File: config.mk
export PLATFORM = sky130hd
export DESIGN_NAME = mult_hilo_unit_flat
export DESIGN_NICKNAME = d
export VERILOG_FILES = /design/src/rtl/mult_hilo_unit_pkg.sv /design/src/rtl/mult_hilo_unit_if.sv /design/src/rtl/mult_hilo_unit_shift_add_step.sv /design/src/rtl/mult_hilo_unit.sv /design/src/flat_wrapper.sv
export SDC_FILE = /design/constraint.sdc
export NUM_CORES = 1
export LEC_CHECK = 0
export CAP_MARGIN = 10
export CORE_MARGIN = 2
export CORE_UTILIZATION = 40
export DETAILED_ROUTE_END_ITERATION = 8
export GPL_TIMING_DRIVEN = 0
export SLEW_MARGIN = 10
export SYNTH_ARGS = -nofsm -noshare
export SYNTH_HDL_FRONTEND = slang
export SYNTH_HIERARCHICAL = 1
export SYNTH_SLANG_ARGS = --single-unit
File: constraint.sdc
create_clock -name clk -period 12.5 [get_ports clk]
set_input_delay 1.875 -clock clk [delete_from_list [all_inputs] [get_ports clk]]
set_output_delay 1.875 -clock clk [all_outputs]
set_load 0.02 [all_outputs]
File: src/rtl/mult_hilo_unit_pkg.sv
// mult_hilo_unit_pkg: shared state encoding, MULT/MULTU funct codes and default operand width
package mult_hilo_unit_pkg;
  localparam int WIDTH_DEF = 32;
  localparam logic [5:0] FUNCT_MULT = 6'd24;
  localparam logic [5:0] FUNCT_MULTU = 6'd25;
  typedef enum logic [1:0] {
    IDLE = 2'b00,
    RUN  = 2'b01,
    FIX  = 2'b10
  } state_t;
endpackage

File: src/rtl/mult_hilo_unit_if.sv
// mult_hilo_unit_if: multiplier bus; master drives start/is_signed/op_a/op_b/hi_we/lo_we/wdata, slave returns busy/done/hi/lo
interface mult_hilo_unit_if
  import mult_hilo_unit_pkg::*;
#(
  parameter int WIDTH = WIDTH_DEF
);
  logic             start;
  logic             is_signed;
  logic [WIDTH-1:0] op_a;
  logic [WIDTH-1:0] op_b;
  logic             hi_we;
  logic             lo_we;
  logic [WIDTH-1:0] wdata;
  logic             busy;
  logic             done;
  logic [WIDTH-1:0] hi;
  logic [WIDTH-1:0] lo;
  modport master (
    output start, is_signed, op_a, op_b, hi_we, lo_we, wdata,
    input  busy, done, hi, lo
  );
  modport slave (
    input  start, is_signed, op_a, op_b, hi_we, lo_we, wdata,
    output busy, done, hi, lo
  );
endinterface

File: src/rtl/mult_hilo_unit_shift_add_step.sv
// mult_shift_add_step: one shift-add iteration; i_acc/i_mcand/i_mplier in, o_acc/o_mplier out
module mult_shift_add_step #(
  parameter int WIDTH = 32
) (
  input  logic [2*WIDTH-1:0] i_acc,
  input  logic [WIDTH-1:0]   i_mcand,
  input  logic [WIDTH-1:0]   i_mplier,
  output logic [2*WIDTH-1:0] o_acc,
  output logic [WIDTH-1:0]   o_mplier
);
  logic [WIDTH:0] w_sum;
  // carry out of the upper-half add becomes the new MSB after the shift
  assign w_sum    = {1'b0, i_acc[2*WIDTH-1:WIDTH]} + (i_mplier[0] ? {1'b0, i_mcand} : '0);
  assign o_acc    = {w_sum, i_acc[WIDTH-1:1]};
  assign o_mplier = i_mplier >> 1;
endmodule

File: src/rtl/mult_hilo_unit.sv
// mult_hilo_unit: sequential MULT/MULTU owning HI/LO; ports clk, rst (async high), bus (slave side of mult_hilo_unit_if)
module mult_hilo_unit
  import mult_hilo_unit_pkg::*;
#(
  parameter int WIDTH = WIDTH_DEF,
  parameter int CNT_W = 6
) (
  input logic             clk,
  input logic             rst,
  mult_hilo_unit_if.slave bus
);
  state_t             r_state, w_state_nxt;
  logic [2*WIDTH-1:0] r_acc, w_acc_nxt, w_prod;
  logic [WIDTH-1:0]   r_mcand, r_mplier, w_mplier_nxt, r_hi, r_lo, w_a_mag, w_b_mag;
  logic [CNT_W-1:0]   r_cnt;
  logic               r_neg, r_done, w_idle, w_start, w_last;
  assign w_idle  = r_state == IDLE;
  assign w_start = w_idle & bus.start;
  assign w_last  = r_cnt == CNT_W'(WIDTH - 1);
  // negating the most negative value wraps to itself, which is its correct unsigned magnitude
  assign w_a_mag = (bus.is_signed & bus.op_a[WIDTH-1]) ? -bus.op_a : bus.op_a;
  assign w_b_mag = (bus.is_signed & bus.op_b[WIDTH-1]) ? -bus.op_b : bus.op_b;
  assign w_prod  = r_neg ? -r_acc : r_acc;
  mult_shift_add_step #(.WIDTH(WIDTH)) u_step (
    .i_acc   (r_acc),
    .i_mcand (r_mcand),
    .i_mplier(r_mplier),
    .o_acc   (w_acc_nxt),
    .o_mplier(w_mplier_nxt)
  );
  always_comb begin
    w_state_nxt = r_state;
    w_state_nxt = w_start ? RUN : (r_state == RUN && w_last) ? FIX : (r_state == FIX) ? IDLE : r_state;
  end
  always_ff @(posedge clk or posedge rst) begin
    if (rst) begin
      r_state  <= IDLE;
      r_acc    <= '0;
      r_mcand  <= '0;
      r_mplier <= '0;
      r_cnt    <= '0;
      r_neg    <= 1'b0;
      r_done   <= 1'b0;
      r_hi     <= '0;
      r_lo     <= '0;
    end else begin
      r_state <= w_state_nxt;
      r_done  <= r_state == FIX;
      if (w_start) begin
        r_neg    <= bus.is_signed & (bus.op_a[WIDTH-1] ^ bus.op_b[WIDTH-1]);
        r_mcand  <= w_a_mag;
        r_mplier <= w_b_mag;
        r_acc    <= '0;
        r_cnt    <= '0;
      end else if (r_state == RUN) begin
        r_acc    <= w_acc_nxt;
        r_mplier <= w_mplier_nxt;
        r_cnt    <= r_cnt + 1'b1;
      end
      if (r_state == FIX) begin
        {r_hi, r_lo} <= w_prod;
      end else if (w_idle) begin
        if (bus.hi_we) r_hi <= bus.wdata;
        if (bus.lo_we) r_lo <= bus.wdata;
      end
    end
  end
  assign bus.busy = !w_idle;
  assign bus.done = r_done;
  assign bus.hi   = r_hi;
  assign bus.lo   = r_lo;
endmodule

File: src/flat_wrapper.sv
// flat-port wrapper written by rule: the top's interface ports become plain ports
module mult_hilo_unit_flat import mult_hilo_unit_pkg::*;
#(
  parameter int WIDTH = WIDTH_DEF,
  parameter int CNT_W = 6
)
  (clk, rst, bus_start, bus_is_signed, bus_op_a, bus_op_b, bus_hi_we, bus_lo_we, bus_wdata, bus_busy, bus_done, bus_hi, bus_lo);
  mult_hilo_unit_if #(.WIDTH(WIDTH)) bus_i ();
  input logic clk;
  input logic rst;
  input wire logic [$bits(bus_i.start)-1:0] bus_start;
  input wire logic [$bits(bus_i.is_signed)-1:0] bus_is_signed;
  input wire logic [$bits(bus_i.op_a)-1:0] bus_op_a;
  input wire logic [$bits(bus_i.op_b)-1:0] bus_op_b;
  input wire logic [$bits(bus_i.hi_we)-1:0] bus_hi_we;
  input wire logic [$bits(bus_i.lo_we)-1:0] bus_lo_we;
  input wire logic [$bits(bus_i.wdata)-1:0] bus_wdata;
  output wire logic [$bits(bus_i.busy)-1:0] bus_busy;
  output wire logic [$bits(bus_i.done)-1:0] bus_done;
  output wire logic [$bits(bus_i.hi)-1:0] bus_hi;
  output wire logic [$bits(bus_i.lo)-1:0] bus_lo;
  assign bus_i.start = bus_start;
  assign bus_i.is_signed = bus_is_signed;
  assign bus_i.op_a = bus_op_a;
  assign bus_i.op_b = bus_op_b;
  assign bus_i.hi_we = bus_hi_we;
  assign bus_i.lo_we = bus_lo_we;
  assign bus_i.wdata = bus_wdata;
  assign bus_busy = bus_i.busy;
  assign bus_done = bus_i.done;
  assign bus_hi = bus_i.hi;
  assign bus_lo = bus_i.lo;
  mult_hilo_unit #(.WIDTH(WIDTH), .CNT_W(CNT_W)) u_core (.clk(clk), .rst(rst), .bus(bus_i));
endmodule
[After elaboration in Yosys (flattened, before gate mapping)]
Index checks and enable logic that the tools add are counted.
Word-level totals
  bits in registers: 202
  input bits: 102
  word-level logic and storage cells: 51
Cells by class
  add/subtract/negate cells: 5
  equality and inequality tests: 3
  muxes and demuxes: 19
  bitwise operators: 5
  reductions and logical operators: 10
Operators by type and width (count)
  $mux W32: 11
  $mux W64: 3
  $neg A32 Y32: 2
  $neg A64 Y64: 1
  $add A32 B33 Y33: 1
  $mux W6: 2
  $reduce_bool A2 Y1: 4
  $add A6 B1 Y6 const B: 1
  $eq A6 B5 Y1 const B: 1
  $mux W2: 3
  $and A1 B1 Y1: 4
  $reduce_and A2 Y1: 2
  $reduce_bool A3 Y1: 1
  $eq A2 B1 Y1 const B: 1
  $eq A2 B2 Y1 const B: 1
  $logic_not A2 Y1: 1
  $logic_and A1 B1 Y1: 1
  $logic_not A1 Y1: 1
  $xor A1 B1 Y1: 1

[Longest topological paths before layout]
  depth after elaboration: 4
  mapped depth: 13
  mapped depth without buffers: 12

[Hierarchy]
The synthesis kept the hierarchy.
By module, submodules not included
  mult_hilo_unit: times used 1, cells each 1304, area an instance 11126.9 µm², sequential area each 5054.8 µm²
  mult_shift_add_step: times used 1, cells each 328, area an instance 2431.1 µm², sequential area each 0.0 µm²

[Least setup slack after synthesis]
OpenSTA, ideal clock, no wires.
  kind: input -> register
  from: input port bus_op_a[0]
  to: register u_core.r_mcand[28]
  setup time: 0.135 ns
  arrival time: 3.971 ns
  required time: 12.365 ns
  path slack: 8.394 ns
  stages on the path: 9
  path buffers: 1
  cells stage by stage: inv_1 ha_1 or3b_2 nand4b_1 or4_1 clkbuf_1 o41ai_1 xor2_1 o21ai_0
On the way
  cells in the longest elaborated chain, start to end: 2
Ends and longest elaborated chain
  start: declaration: RTL line flat_wrapper.sv:13  | input wire logic [$bits(bus_i.op_a)-1:0] bus_op_a;
  $neg A32 Y32: RTL line mult_hilo_unit.sv:21  | assign w_a_mag = (bus.is_signed & bus.op_a[WIDTH-1]) ? -bus.op_a : bus.op_a;
  $mux W32: RTL line mult_hilo_unit.sv:21
  end signal: assignment: RTL line mult_hilo_unit.sv:51  | r_mcand <= w_a_mag;
  end: declaration: RTL line mult_hilo_unit.sv:14  | logic [WIDTH-1:0] r_mcand, r_mplier, w_mplier_nxt, r_hi, r_lo, w_a_mag, w_b_mag;
Every way passes these cells.
A chain may end at the register's enable or synchronous reset.

[Worst setup path in the final report]
  from: input port bus_op_a[0]
  to: register u_core.r_mcand[24]
The elaborated chain is that of the path after synthesis.

==> summary by stage <==
Clocking
After clock tree synthesis, the flow added hold-fix buffers numbering 0. The tree is rooted in a clkbuf_16. The clock input transition at the sequential cells of the worst setup and hold paths is 0.06 ns. The clock latency on the worst-skew pair is 0.52 ns. The number of buffers added for setup after CTS is 0. The tree built by TritonCTS fans out to just over 200 sinks. After clock tree synthesis, the repair step resized 0 gates. In this run the number of H-tree levels came out at 1. In this run, CTS created clock tree buffers numbering 24. The maximum count of clock buffers along a single path is 3. TritonCTS built the clock tree.

STA
Setup repair after global routing left no endpoint under its margin. The maximum operating frequency is 0.2198 GHz. The aggregate negative setup slack is 0 ns. At the pin with the least slew margin, the transition time is 0.8484 ns.

The worst clock skew is 0.01213 ns. The final period demand of the worst path is 4.549 ns. Headroom to the max-slew limit came out at 0.4344. The ratio of final minimum period to clock period is 0.3640. Setup violations remaining at the end of the flow were counted as 0. The final hold violation count is 0. The count of pins over their slew limit is 0.

Detailed routing
Dividing the detail-routed wire length by the instance count gives about 20 um. The number of nets still failing antenna checks after routing is 0. The number of iterations in the first detailed-routing pass is 7. The number of remaining DRC errors is 0.

The via density per instance is ~5.6. The routed design has between 40 and 50 mm of wire. Summing over every cut layer, the via total after detailed routing is 12,740. The initial DRC count is 1,039.

Synth
The sequential share of the synthesized area is 0.3728. Yosys mapped a number of flops with a built-in enable equal to 0. The Yosys step of the flow raised 6 warnings. The post-synthesis area per instance is 8.308 um^2. For this run, asynchronously set or reset flops after synthesis account for 1.000.

Counting every instance in the synthesized netlist gives 1,632. The number of nets handed over by synthesis was 1,771. The synthesized design contains 202 register bits.

In this run, distinct cell masters in the synthesized netlist total 80. The cell area that synthesis handed to floorplanning was 0.01356 mm^2. The dominant register cell in the synthesized netlist is dfrtp_1.

Finish
At the end of the flow the core is filled with cells to 0.4996. The number of antenna diodes in the final layout is 0. In the final layout, the share of cells above drive strength 1 is 0.08184. The growth of design area from synthesis to finish is 23.26%. The total number of nets in the final design is 1,966. The number of filler cells placed in the layout is about 3,200.

The finished cells cover 0.01671 mm^2.

Place
At the end of routability-driven placement, the weighted congestion stood at 0.9237. The count of buffers added on input and output ports is roughly 170. The placed instance area is 0.01585 mm^2. The placed wire-length estimate after detailed placement is 34.92 mm.

Job
The tool flagged a number of max-cap violations equal to 0.

Global route
The first global-routing pass estimated roughly 70 mm of wire. The number of global-route vias before repair is 12,370. After global routing the overflow that remains totals 0. The total global routing track utilization is 0.2507.

Entering global routing, the biggest net connects 83 pins. The initial antenna violation count came to 0.

Die
The width of the die is roughly 190 um. The die area is 0.03538 mm^2. The floorplan has 67 rows.

In this run the count of I/O pins placed on the die edge is 168. The initial core utilization is 0.4053. The placeable core region is 0.03345 mm^2. The die is 188.1 um tall.

Worst setup path
The terminus of the critical flop-to-flop path is u_core/bus.hi[28]. The worst reg2reg path depth is 9. The data required time at the worst endpoint is between 10 and 15 ns. The register-to-register setup slack is between 9 and 10 ns.

STA classifies the critical path startpoint as an input pin. STA puts the critical path data arrival time at between 4 and 5 ns. The maximum fanout along the worst path is 7.

The launch point of the worst reg-to-reg path is u_core/r_acc[0]. The worst setup path is captured at a register. The classification of the worst setup path is input pin to register.

Pwr
Across the VDD grid, the largest voltage drop is a little over 100 uV. In this run the static leakage power is around 7.2 nW. The power density over the cells is approximately 210 mW/mm^2.

Hold path
The tightest min-delay check is of the register to register type. The beginning of the worst hold path is u_core/r_mcand[14]. The capture endpoint of the worst hold path is u_core/r_mcand[14].

The worst hold path passes through 2 cells.

Status
The run finished with clean final reports.
[layer usage]
metal,vias to the layer above,global-route usage,share of wire
li1,6174,-,-
met1,6052,0.3545,0.46
met2,433,0.4021,0.45
met3,79,0.02733,0.059
met4,0,0.07965,0.030
met5,-,0,0
[through the flow]
step           total power, W  worst slack (ns)  hold slack [ns]  cells
2_1_floorplan        0.002278             5.114           0.4418   1632
3_3_place_gp         0.002785             2.067           0.4537   2247
3_5_place_dp         0.002816             7.412           0.4620   2249
4_1_cts              0.003583             7.950           0.4750   2293
5_1_grt              0.003836             7.812           0.5032   2293
6_report             0.003578             7.951           0.4713   2293
[cell type report]
class | instances | area, um^2 | share of cell area
plain buffers | 153 | 827.0 | 0.04949
clock buffers | 36 | 737.0 | 0.04410
clock inverters | 8 | 121.4 | 0.007263
inverters | 19 | 78.83 | 0.004717
multi-input cells | 1258 | 7605 | 0.4551
flip-flops and latches | 202 | 5055 | 0.3025
well taps | 448 | 560.5 | 0.03354
repair buffers | 169 | 1727 | 0.1033
[logic make-up after synthesis]
kind of cell / count (synthesis) / synth area share
and+or+nand+nor: 700 / 0.2468
AOI/OAI and AO/OA: 391 / 0.1952
DFF: 202 / 0.3728
buffers and inverters: 172 / 0.06626
xor gates and xnor gates: 122 / 0.07881
adders and majority gates: 37 / 0.03470
muxes: 7 / 0.005168
other: 1 / 0.0002766
[sequential cells by signal, indices dropped and copies added (netlist names)]
name             count
u_core/bus.hi       32
u_core/r_cnt         6
u_core/r_acc        64
u_core/r_state       2
u_core/r_mplier     32
u_core/bus.lo       32
u_core/bus.done      1
u_core/r_mcand      32
u_core/r_neg         1
[where the power goes]
part	switching, W	internal (W)
clock	0.000286	0.000468
combinational	0.000894	0.000739
sequential	0.000297	0.000895
total	0.00148	0.00210
[worst max path at each step]
| stage | slack (ns) | endpoint | start | cells after the start |
|---|---|---|---|---|
| 2_1_floorplan | 5.11 | u_core/bus.done | rst | 1 |
| 3_3_place_gp | 2.07 | u_core/r_mplier[18] | rst | 2 |
| 3_5_place_dp | 7.41 | u_core/r_mcand[24] | bus_op_a[0] | 10 |
| 4_1_cts | 7.95 | u_core/r_mcand[28] | bus_op_a[0] | 10 |
| 5_1_grt | 7.81 | u_core/r_mcand[28] | bus_op_a[0] | 10 |
| 6_report | 7.95 | u_core/r_mcand[24] | bus_op_a[0] | 10 |
[critical path: stages]
cell             delay (ns)
clkdlybuf4s50_1        0.46
inv_1                  0.12
ha_1                   0.17
or3b_2                 0.49
nand4b_1               0.32
or4_1                  0.54
clkbuf_1               0.20
o41ai_1                0.47
xor2_1                 0.21
o21ai_1                0.08
[Yosys cell counts, drive strengths merged (9+ instances only)]
master	count	area share
and2	38	0.018
nand2	302	0.084
ha	36	0.033
nor4	21	0.014
or4	19	0.011
xnor2	42	0.027
nor2	105	0.029
dfrtp	202	0.37
xor2	80	0.052
a221oi	10	0.0065
nand4	19	0.010
nor3	33	0.013
o31ai	33	0.019
o22ai	10	0.0046
o21ai	115	0.043
buf	75	0.039
clkbuf	78	0.022
a22oi	9	0.0050
nand3	93	0.034
inv	19	0.0053
or3	26	0.012
a21oi	77	0.029
a31oi	26	0.013
and3	17	0.0078
a21o	23	0.013
o41ai	21	0.018
[cells in the final DEF (no fill, tap or decap), types with 13 or more instances in the layout]
cell             synthesis  layout
clkbuf_1                78      82
inv_1                   19      18
and2_1                  38      38
o31ai_1                 32      32
a21o_1                  23      23
clkdlybuf4s50_1          0     167
a21oi_1                 75      75
nand3_1                 93      93
o41ai_1                 15      15
nor3_1                  32      32
xor2_1                  80      80
ha_1                    36      36
dfrtp_1                202     202
clkbuf_16                0      25
nor2_1                 105     105
or4_1                   17      17
nor4_1                  13      13
nand2_1                301     301
xnor2_1                 42      42
and3_1                  17      17
nand4_1                 17      17
o21ai_0                106     106
or3_1                   26      26
buf_4                   64      64
a31oi_1                 25      25
Power figures use the tool's default switching activity.
